`src/rtl/rtc_pkg.sv`:
```
// Shared types, limits and load-validation helper for the parametrised BCD
// real-time clock.
package rtc_pkg;

    typedef logic [3:0] bcd_t;

    localparam int MAX_SEC_TENS = 5;
    localparam int MAX_HR24     = 23;
    localparam int MAX_HR12     = 12;
    localparam int MIN_HR12     = 1;

    localparam logic [7:0] RESET_HOURS_24H = 8'h00;
    localparam logic [7:0] RESET_HOURS_12H = 8'h12;

    // Accepts a {tens,units} BCD time only if it is displayable in the given mode.
    function automatic logic bcd_time_valid(
        input logic [7:0] hours,
        input logic [7:0] minutes,
        input logic [7:0] seconds,
        input logic       mode_12h
    );
        logic       ok;
        logic [7:0] hr_bin;
        ok = (hours[7:4]   <= 4'd9) && (hours[3:0]   <= 4'd9) &&
             (minutes[3:0] <= 4'd9) && (seconds[3:0] <= 4'd9) &&
             (minutes[7:4] <= 4'(MAX_SEC_TENS)) &&
             (seconds[7:4] <= 4'(MAX_SEC_TENS));
        hr_bin = 8'(hours[7:4]) * 8'd10 + 8'(hours[3:0]);
        if (mode_12h) begin
            ok = ok && (hr_bin >= 8'(MIN_HR12)) && (hr_bin <= 8'(MAX_HR12));
        end else begin
            ok = ok && (hr_bin <= 8'(MAX_HR24));
        end
        return ok;
    endfunction

endpackage

```
`src/rtl/bcd_digit_counter.sv`:
```
// Single BCD digit that counts 0..MAX on inc, with synchronous load and a
// combinational carry used to ripple into the next digit.
module bcd_digit_counter
    import rtc_pkg::*;
#(
    parameter bcd_t MAX = 4'd9
) (
    input  logic clk,
    input  logic reset,
    input  logic inc,
    input  logic load,
    input  bcd_t load_val,
    output bcd_t count,
    output logic carry
);

    bcd_t count_q, count_d;

    always_comb begin
        count_d = count_q;
        if (load) begin
            count_d = load_val;
        end else if (inc) begin
            count_d = (count_q == MAX) ? 4'd0 : count_q + 4'd1;
        end
    end

    always_ff @(posedge clk or posedge reset) begin
        if (reset) begin
            count_q <= 4'd0;
        end else begin
            count_q <= count_d;
        end
    end

    assign count = count_q;
    assign carry = inc && (count_q == MAX);

endmodule

```
`src/rtl/rtc_bcd_param.sv`:
```
// Six-digit BCD hh:mm:ss clock with a parametrised 1 Hz prescaler, 12/24-hour
// mode, run/stop control and a validated synchronous time load.
module rtc_bcd_param
    import rtc_pkg::*;
#(
    parameter int CLK_FREQ_HZ = 100000000,
    parameter int MODE_12H    = 0,
    parameter int PRESC_W     = $clog2(CLK_FREQ_HZ)
) (
    input  logic       clk,
    input  logic       reset,
    input  logic       run,
    input  logic       load,
    input  logic [7:0] load_hours,
    input  logic [7:0] load_minutes,
    input  logic [7:0] load_seconds,
    input  logic       load_pm,
    output logic [3:0] left_seconds_out,
    output logic [3:0] right_seconds_out,
    output logic [3:0] left_minutes_out,
    output logic [3:0] right_minutes_out,
    output logic [3:0] left_hours_out,
    output logic [3:0] right_hours_out,
    output logic       pm_out,
    output logic       sec_tick,
    output logic       load_err
);

    localparam logic                 MODE12      = (MODE_12H != 0);
    localparam logic [PRESC_W-1:0]   PRESC_TERM  = PRESC_W'(CLK_FREQ_HZ - 1);
    localparam logic [7:0]           RESET_HOURS = MODE12 ? RESET_HOURS_12H : RESET_HOURS_24H;

    logic [PRESC_W-1:0] presc_q, presc_d;
    logic               sec_tick_q, sec_tick_d;
    logic               load_err_q, load_err_d;
    logic               pm_q, pm_d;
    bcd_t               hr_tens_q, hr_tens_d;
    bcd_t               hr_units_q, hr_units_d;

    logic               load_valid, load_ok, tick, sec_inc;
    bcd_t               sec_units, sec_tens, min_units, min_tens;
    logic               sec_units_carry, sec_tens_carry, min_units_carry, min_tens_carry;
    logic [4:0]         hr_bin, hr_next;
    bcd_t               hr_next_tens;

    // An accepted load restarts the second and swallows a coinciding tick;
    // a rejected load leaves the tick alone.
    always_comb begin
        load_valid = bcd_time_valid(load_hours, load_minutes, load_seconds, MODE12);
        load_ok    = load && load_valid;
        tick       = run && (presc_q == PRESC_TERM);
        sec_inc    = tick && !load_ok;
        sec_tick_d = sec_inc;
        load_err_d = load && !load_valid;

        presc_d = presc_q;
        if (load_ok) begin
            presc_d = '0;
        end else if (run) begin
            presc_d = tick ? '0 : presc_q + 1'b1;
        end
    end

    bcd_digit_counter #(.MAX(4'd9)) u_sec_units (
        .clk(clk), .reset(reset), .inc(sec_inc), .load(load_ok),
        .load_val(load_seconds[3:0]), .count(sec_units), .carry(sec_units_carry)
    );

    bcd_digit_counter #(.MAX(4'(MAX_SEC_TENS))) u_sec_tens (
        .clk(clk), .reset(reset), .inc(sec_units_carry), .load(load_ok),
        .load_val(load_seconds[7:4]), .count(sec_tens), .carry(sec_tens_carry)
    );

    bcd_digit_counter #(.MAX(4'd9)) u_min_units (
        .clk(clk), .reset(reset), .inc(sec_tens_carry), .load(load_ok),
        .load_val(load_minutes[3:0]), .count(min_units), .carry(min_units_carry)
    );

    bcd_digit_counter #(.MAX(4'(MAX_SEC_TENS))) u_min_tens (
        .clk(clk), .reset(reset), .inc(min_units_carry), .load(load_ok),
        .load_val(load_minutes[7:4]), .count(min_tens), .carry(min_tens_carry)
    );

    // Hours are incremented in binary and split back into BCD, which keeps the
    // 23->00 and 12->01 wraps readable. PM flips on the 11->12 step.
    always_comb begin
        hr_bin  = 5'(hr_tens_q) * 5'd10 + 5'(hr_units_q);
        hr_next = hr_bin + 5'd1;
        if (MODE12) begin
            if (hr_bin == 5'(MAX_HR12)) begin
                hr_next = 5'(MIN_HR12);
            end
        end else if (hr_bin == 5'(MAX_HR24)) begin
            hr_next = 5'd0;
        end
        hr_next_tens = (hr_next >= 5'd20) ? 4'd2 : (hr_next >= 5'd10) ? 4'd1 : 4'd0;

        hr_tens_d  = hr_tens_q;
        hr_units_d = hr_units_q;
        pm_d       = pm_q;
        if (load_ok) begin
            hr_tens_d  = load_hours[7:4];
            hr_units_d = load_hours[3:0];
            pm_d       = MODE12 ? load_pm : 1'b0;
        end else if (min_tens_carry) begin
            hr_tens_d  = hr_next_tens;
            hr_units_d = 4'(hr_next - 5'(hr_next_tens) * 5'd10);
            if (MODE12 && (hr_bin == 5'(MAX_HR12 - 1))) begin
                pm_d = ~pm_q;
            end
        end
    end

    always_ff @(posedge clk or posedge reset) begin
        if (reset) begin
            presc_q    <= '0;
            sec_tick_q <= 1'b0;
            load_err_q <= 1'b0;
            pm_q       <= 1'b0;
            hr_tens_q  <= RESET_HOURS[7:4];
            hr_units_q <= RESET_HOURS[3:0];
        end else begin
            presc_q    <= presc_d;
            sec_tick_q <= sec_tick_d;
            load_err_q <= load_err_d;
            pm_q       <= pm_d;
            hr_tens_q  <= hr_tens_d;
            hr_units_q <= hr_units_d;
        end
    end

    assign left_seconds_out  = sec_tens;
    assign right_seconds_out = sec_units;
    assign left_minutes_out  = min_tens;
    assign right_minutes_out = min_units;
    assign left_hours_out    = hr_tens_q;
    assign right_hours_out   = hr_units_q;
    assign pm_out            = pm_q;
    assign sec_tick          = sec_tick_q;
    assign load_err          = load_err_q;

endmodule

```
`config.mk`:
```
export PLATFORM = sky130hd
export DESIGN_NAME = rtc_bcd_param
export DESIGN_NICKNAME = d
export VERILOG_FILES = /design/src/rtl/rtc_pkg.sv /design/src/rtl/bcd_digit_counter.sv /design/src/rtl/rtc_bcd_param.sv
export SDC_FILE = /design/constraint.sdc
export NUM_CORES = 1
export LEC_CHECK = 0
export ABC_AREA = 1
export BUFFER_PORTS_ARGS = -buffer_cell sky130_fd_sc_hd__buf_4
export CORE_MARGIN = 4
export CORE_UTILIZATION = 60
export CTS_BUF_LIST = sky130_fd_sc_hd__clkbuf_8
export CTS_CLUSTER_SIZE = 24
export DETAILED_ROUTE_END_ITERATION = 10
export GPL_TIMING_DRIVEN = 0
export PLACE_DENSITY = 0.83
export RECOVER_POWER = 100
export SYNTH_ARGS = -nofsm -noshare
export SYNTH_HDL_FRONTEND = slang
export SYNTH_SLANG_ARGS = --single-unit
```
`constraint.sdc`:
```
create_clock -name clk -period 3.9 [get_ports clk]
set_clock_uncertainty 0.2 [all_clocks]
set_input_delay 1.17 -clock clk [delete_from_list [all_inputs] [get_ports clk]]
set_output_delay 1.17 -clock clk [all_outputs]
set_load 0.01 [all_outputs]
```
After elaboration in Yosys (flattened, before gate mapping)
Cells that the tools add are included.
W data, S select, Z words.
{"block": "word_totals", "output_inout_bits": 27, "register_bits": 53, "elab_cells": 80}
{"block": "classes", "reduce_logical": 22, "addsub": 9, "eq_ne": 6, "magnitude_cmp": 9, "mul": 3, "mux": 22}
{"cell": "$mux W27", "n": 3}
{"cell": "$mux W4", "n": 16}
{"cell": "$add A27 B1 Y27 const B", "n": 1}
{"cell": "$eq A27 B27 Y1 const B", "n": 1}
{"cell": "$add A4 B1 Y4 const B", "n": 4}
{"cell": "$le A4 B4 Y1 const B", "n": 4}
{"cell": "$logic_and A1 B1 Y1", "n": 14}
{"cell": "$reduce_bool A2 Y1", "n": 6}
{"cell": "$add A8 B4 Y8", "n": 1}
{"cell": "$eq A4 B3 Y1 const B", "n": 2}
{"cell": "$eq A4 B4 Y1 const B", "n": 2}
{"cell": "$le A4 B3 Y1 const B", "n": 2}
{"cell": "$le A8 B5 Y1 const B", "n": 1}
{"cell": "$mul A4 B3 Y7 const B", "n": 1}
{"cell": "$add A5 B1 Y5 const B", "n": 1}
{"cell": "$add A5 B4 Y5", "n": 1}
{"cell": "$eq A5 B5 Y1 const B", "n": 1}
{"cell": "$ge A5 B4 Y1 const B", "n": 1}
{"cell": "$ge A5 B5 Y1 const B", "n": 1}
{"cell": "$mux W5", "n": 1}
{"cell": "$mul A4 B3 Y4 const B", "n": 1}
{"cell": "$sub A4 B4 Y4", "n": 1}
{"cell": "$mul A2 B3 Y3 const B", "n": 1}
{"cell": "$logic_not A1 Y1", "n": 2}
{"cell": "other kinds (2)", "n": 2}

Logic depth before layout (Yosys ltp)
{"block": "logic_depth", "depth_word": 16, "ltp_mapped": 21, "depth_no_buf": 21}

Modules after synthesis
From an unflattened synthesis, not the netlist that was laid out.
{"block": "hier_totals", "hier_cells": 566, "hier_area_um2": 4033.9}
{"module": "rtc_bcd_param", "seq_area_each_um2": 925.9, "area_each_um2": 2935.3, "n_inst": 1, "cells_each": 418}
{"module": "bcd_digit_counter at u_min_units ...", "seq_area_each_um2": 100.1, "area_each_um2": 277.8, "n_inst": 2, "cells_each": 37}
{"module": "bcd_digit_counter at u_min_tens ...", "seq_area_each_um2": 100.1, "area_each_um2": 271.5, "n_inst": 2, "cells_each": 37}

Worst setup path before layout
No wires, ideal clock.
{"block": "synth_path", "path_kind": "input-to-reg", "startpoint": "in load_hours[5]", "endpoint": "reg u_sec_tens.count_q[2], in the netlist u_sec_tens.count[2]", "arrival_ns": 3.157, "stages": 13, "slack_ns": 0.421, "path_cell_list": "ha_1 -> ha_1 -> fa_1 -> nor2_1 -> nand2_1 -> nand3_1 -> nand2_1 -> nor2_1 -> nand3_4 -> buf_4 -> or2_0 -> o21ai_0 -> o21ai_1"}
{"block": "synth_between", "elab_chain_len": 12, "word_cells_on_any_way": 16, "classes_between": "add/sub: 1; mul: 1; order compare: 2; mux: 1; reduce/logical: 11"}
{"item": "start, declared", "line_no": "rtc_bcd_param.sv:14", "source": "input logic [7:0] load_hours,"}
{"item": "branches (longest 6 deep; another with $add A8 B4 Y8)"}
{"item": "$logic_and A1 B1 Y1 *", "line_no": "rtc_pkg.sv:32", "source": "ok = ok && (hr_bin <= 8'(MAX_HR24));"}
{"item": "$logic_and A1 B1 Y1 *", "line_no": "rtc_bcd_param.sv:50", "source": "load_ok = load && load_valid;"}
{"item": "$logic_not A1 Y1", "line_no": "rtc_bcd_param.sv:52", "source": "sec_inc = tick && !load_ok;"}
{"item": "$logic_and A1 B1 Y1", "line_no": "rtc_bcd_param.sv:52"}
{"item": "$logic_and A1 B1 Y1", "line_no": "bcd_digit_counter.sv:37", "source": "assign carry = inc && (count_q == MAX);"}
{"item": "$reduce_bool A2 Y1 (no source line)"}
{"item": "end signal, assigned", "line_no": "bcd_digit_counter.sv:32", "source": "count_q <= count_d;"}
{"item": "end, declared", "line_no": "bcd_digit_counter.sv:17", "source": "bcd_t count_q, count_d;"}
Every way passes the cells marked *.
A chain may end at the register's enable or synchronous reset.

Worst setup path in the final report
{"block": "layout_path", "startpoint": "in load_hours[5]", "endpoint": "reg u_sec_units.count_q[2], in the netlist u_sec_units.count[2]"}
{"block": "layout_between", "elab_chain_len": 11, "word_cells_on_any_way": 15, "classes_between": "add/sub: 1; mul: 1; order compare: 2; mux: 1; reduce/logical: 10"}
{"item": "branches (longest 6 deep; another with $add A8 B4 Y8)"}
{"item": "$logic_and A1 B1 Y1 *", "line_no": "rtc_pkg.sv:32"}
{"item": "$logic_and A1 B1 Y1 *", "line_no": "rtc_bcd_param.sv:50"}
{"item": "$logic_not A1 Y1", "line_no": "rtc_bcd_param.sv:52"}
{"item": "$logic_and A1 B1 Y1", "line_no": "rtc_bcd_param.sv:52"}
{"item": "$reduce_bool A2 Y1 (no source line)"}
{"item": "end signal, assigned", "line_no": "bcd_digit_counter.sv:32"}
{"item": "end, declared", "line_no": "bcd_digit_counter.sv:17"}
Marked as above.

==> reports/results.txt <==
Status -> completed
Io pins -> 56
CTS Buf Count -> 5
Width of the die -> 88.8 um
Post-DRT Antenna Nets -> 0
Slew @ Worst Pin -> 1.39 ns
Most common library cell in the layout ignoring fill and taps -> nand2_1
Row cnt -> 29
Drt via density -> 5.62
VDD IR-drop max -> 0.216 mV
WHS Path Cells -> 2
Register area share after synthesis -> 0.339
DRC -> 0
Ratio of cells with drive above 1 in the final layout -> 0.111
Area growth from synthesis to layout -> 11.9%
Worst reg2reg path depth -> 17
Worst-path maximum fanout -> 10
CP startpoint kind -> input pin
Final setup vio count -> 0
Slew Limit Fails -> 0
Post-CTS Resized -> 0
Nets@finish -> 660
Top post-synthesis cells by area -> dfrtp_1 (34%), nand2_1 (13%), nor2_1 (6.4%)
RSZ-0062 raised after global routing -> no
Clk buf depth -> 2
Synth Register Bits -> 53
Post-route insts no fill -> 691
Max Cap Violations -> 0
Critical Setup Path Class -> input pin to flip-flop
Slew margin rel. -> 0.0756
Critical path required time -> 3.91 ns
Cell area after synthesis -> 3920 um2
Ant diodes -> 0
Placed cells -> 683
Clk sink count -> 53
Post-synth EDFFs -> 0
First-pass GRT wire length -> 16700 um
Worst hold path class -> flip-flop to flip-flop
Initial antenna violation count -> 0
Commonest non-fill, non-tap cells in the layout -> nand2_1 (141), nor2_1 (67), inv_1 (63), dfrtp_1 (53), nand3_1 (45)
Final period utilization -> 0.945
Post-synth top area cell -> dfrtp_1
Vias in the first global route -> 3660
Total GRT Usage -> 0.269
FFs w/ async S/R, synth -> 1.00
Total setup buffers inserted after CTS -> 0
DR vias -> 3885
WL final -> 10000 um
Drt pass-1 iters -> 5
Worst slack, placed -> -0.100 ns
WL/cell -> 14.5 um
Crit path arrival time -> 3.70 ns
Distinct cell type count after synthesis -> 46
Largest net degree at the start of global routing -> 29
Highest clock rate -> 271 MHz
Post-DP HPWL -> 7900 um
Power Dens Cells -> 330 nW/um2
Setup ws final -> 0.215 ns
Die area -> 7880 um2
Final hold slack -> 0.366 ns
CTS tree -> yes
Endpoints failing hold -> 0
Synth Warn # -> 0
Hold buffers post-CTS -> 0
Lkg Pwr -> 0.00217 uW
Initial Utilization -> 0.617
H-tree levels -> 2
Reg clk slew, reported paths -> 0.11 ns
Post-route minimum period -> 3.69 ns
Core area -> 6350 um2
Mapped Nets -> 599
TNS Setup -> 0 ns
Synth Flop Type -> dfrtp_1
Clk_lat worst skew -> 0.32 ns
Die H -> 88.8 um
Number of fill cells -> 574
GPL Wtd Cong -> 0.954
Top-area cell type share of the netlist area -> 0.339
DRT iter0 DRCs -> 228
Setup crit end kind -> flip-flop
Clock Root Buffer -> clkbuf_8
IO Port Bufs -> 53
Post-synthesis cell count -> 552
Congestion Overflow GR -> 0
Avg Cell Area, Syn -> 7.09 um2
final timing paths:
path | from | end | slack (ns)
max | load_hours[5] | u_sec_units.count[2] | 0.21
min | presc_q[6] | presc_q[6] | 0.37
max reg2reg | left_hours_out[0] | right_hours_out[2] | 0.69
min reg2reg | presc_q[6] | presc_q[6] | 0.37
max in group asynchronous | reset | presc_q[19] | 0.77
min in group asynchronous | reset | u_min_tens.count[0] | 0.91
Yosys cell counts (8+ instances only):
| cell type | instances |
|---|---|
| a21oi_1 | 8 |
| dfrtp_1 | 53 |
| ha_1 | 14 |
| inv_1 | 62 |
| nand2_1 | 139 |
| nand3_1 | 44 |
| nand4_1 | 14 |
| nor2_1 | 67 |
| nor3_1 | 13 |
| o21ai_0 | 35 |
| o21ai_1 | 9 |
| xor2_1 | 14 |
area by class of cell:
cell class	count	area [um2]	area share
multi-input combinational	420	2250	0.512
inverter	70	264	0.0602
clock buffer	5	68.8	0.0157
sequential	53	1330	0.303
buffer	9	53.8	0.0123
tap	77	96.3	0.0220
timing repair buffer	54	304	0.0693
clock inverter	3	25.0	0.00571
state kept, by name, indices dropped and copies added (netlist names):
| name | flops |
|---|---|
| presc_q | 27 |
| u_min_tens.count | 4 |
| u_sec_units.count | 4 |
| left_hours_out | 4 |
| load_err | 1 |
| right_hours_out | 4 |
| u_sec_tens.count | 4 |
| u_min_units.count | 4 |
| sec_tick | 1 |
per-layer routing:
layer,part of all wire,track usage,vias to the layer above
li1,-,-,1920
met1,0.43,0.361,1797
met2,0.48,0.448,139
met3,0.065,0.0363,29
met4,0.029,0.0934,0
met5,0,0,-
metrics by stage:
step,cell area [um2],util,power (uW)
after floorplan,3920,-,992
after global placement,4410,0.695,1120
after detailed placement,4430,0.698,1140
after CTS,4520,0.713,1470
after global routing,4380,0.690,1550
final,4380,0.690,1450
report_power, final:
group          internal, uW  leakage [uW]  total (uW)  switching [uW]
clock network           131     0.0000452         335             204
logic                   154       0.00145         391             237
registers               624      0.000674         719            94.0
total                   910       0.00217        1450             535
worst max-delay path, cell delays in order:
cell      delay, ns
buf_4          0.14
ha_1           0.29
ha_1           0.23
fa_1           0.41
nor2_1         0.12
nand2_1        0.06
nand3_1        0.06
nand2_1        0.05
nor2_1         0.21
nand3_4        0.20
clkbuf_2       0.27
clkbuf_2       0.25
o21ai_0        0.18
inv_1          0.06
kinds of logic after synthesis:
logic type	synth area share
simple gates	0.355
buf+inv	0.0824
compound gates	0.115
flops	0.339
xor+xnor	0.0425
fa+ha+maj	0.0652
other cells	0.000958
No activity file was read; power rests on OpenSTA's default activity.
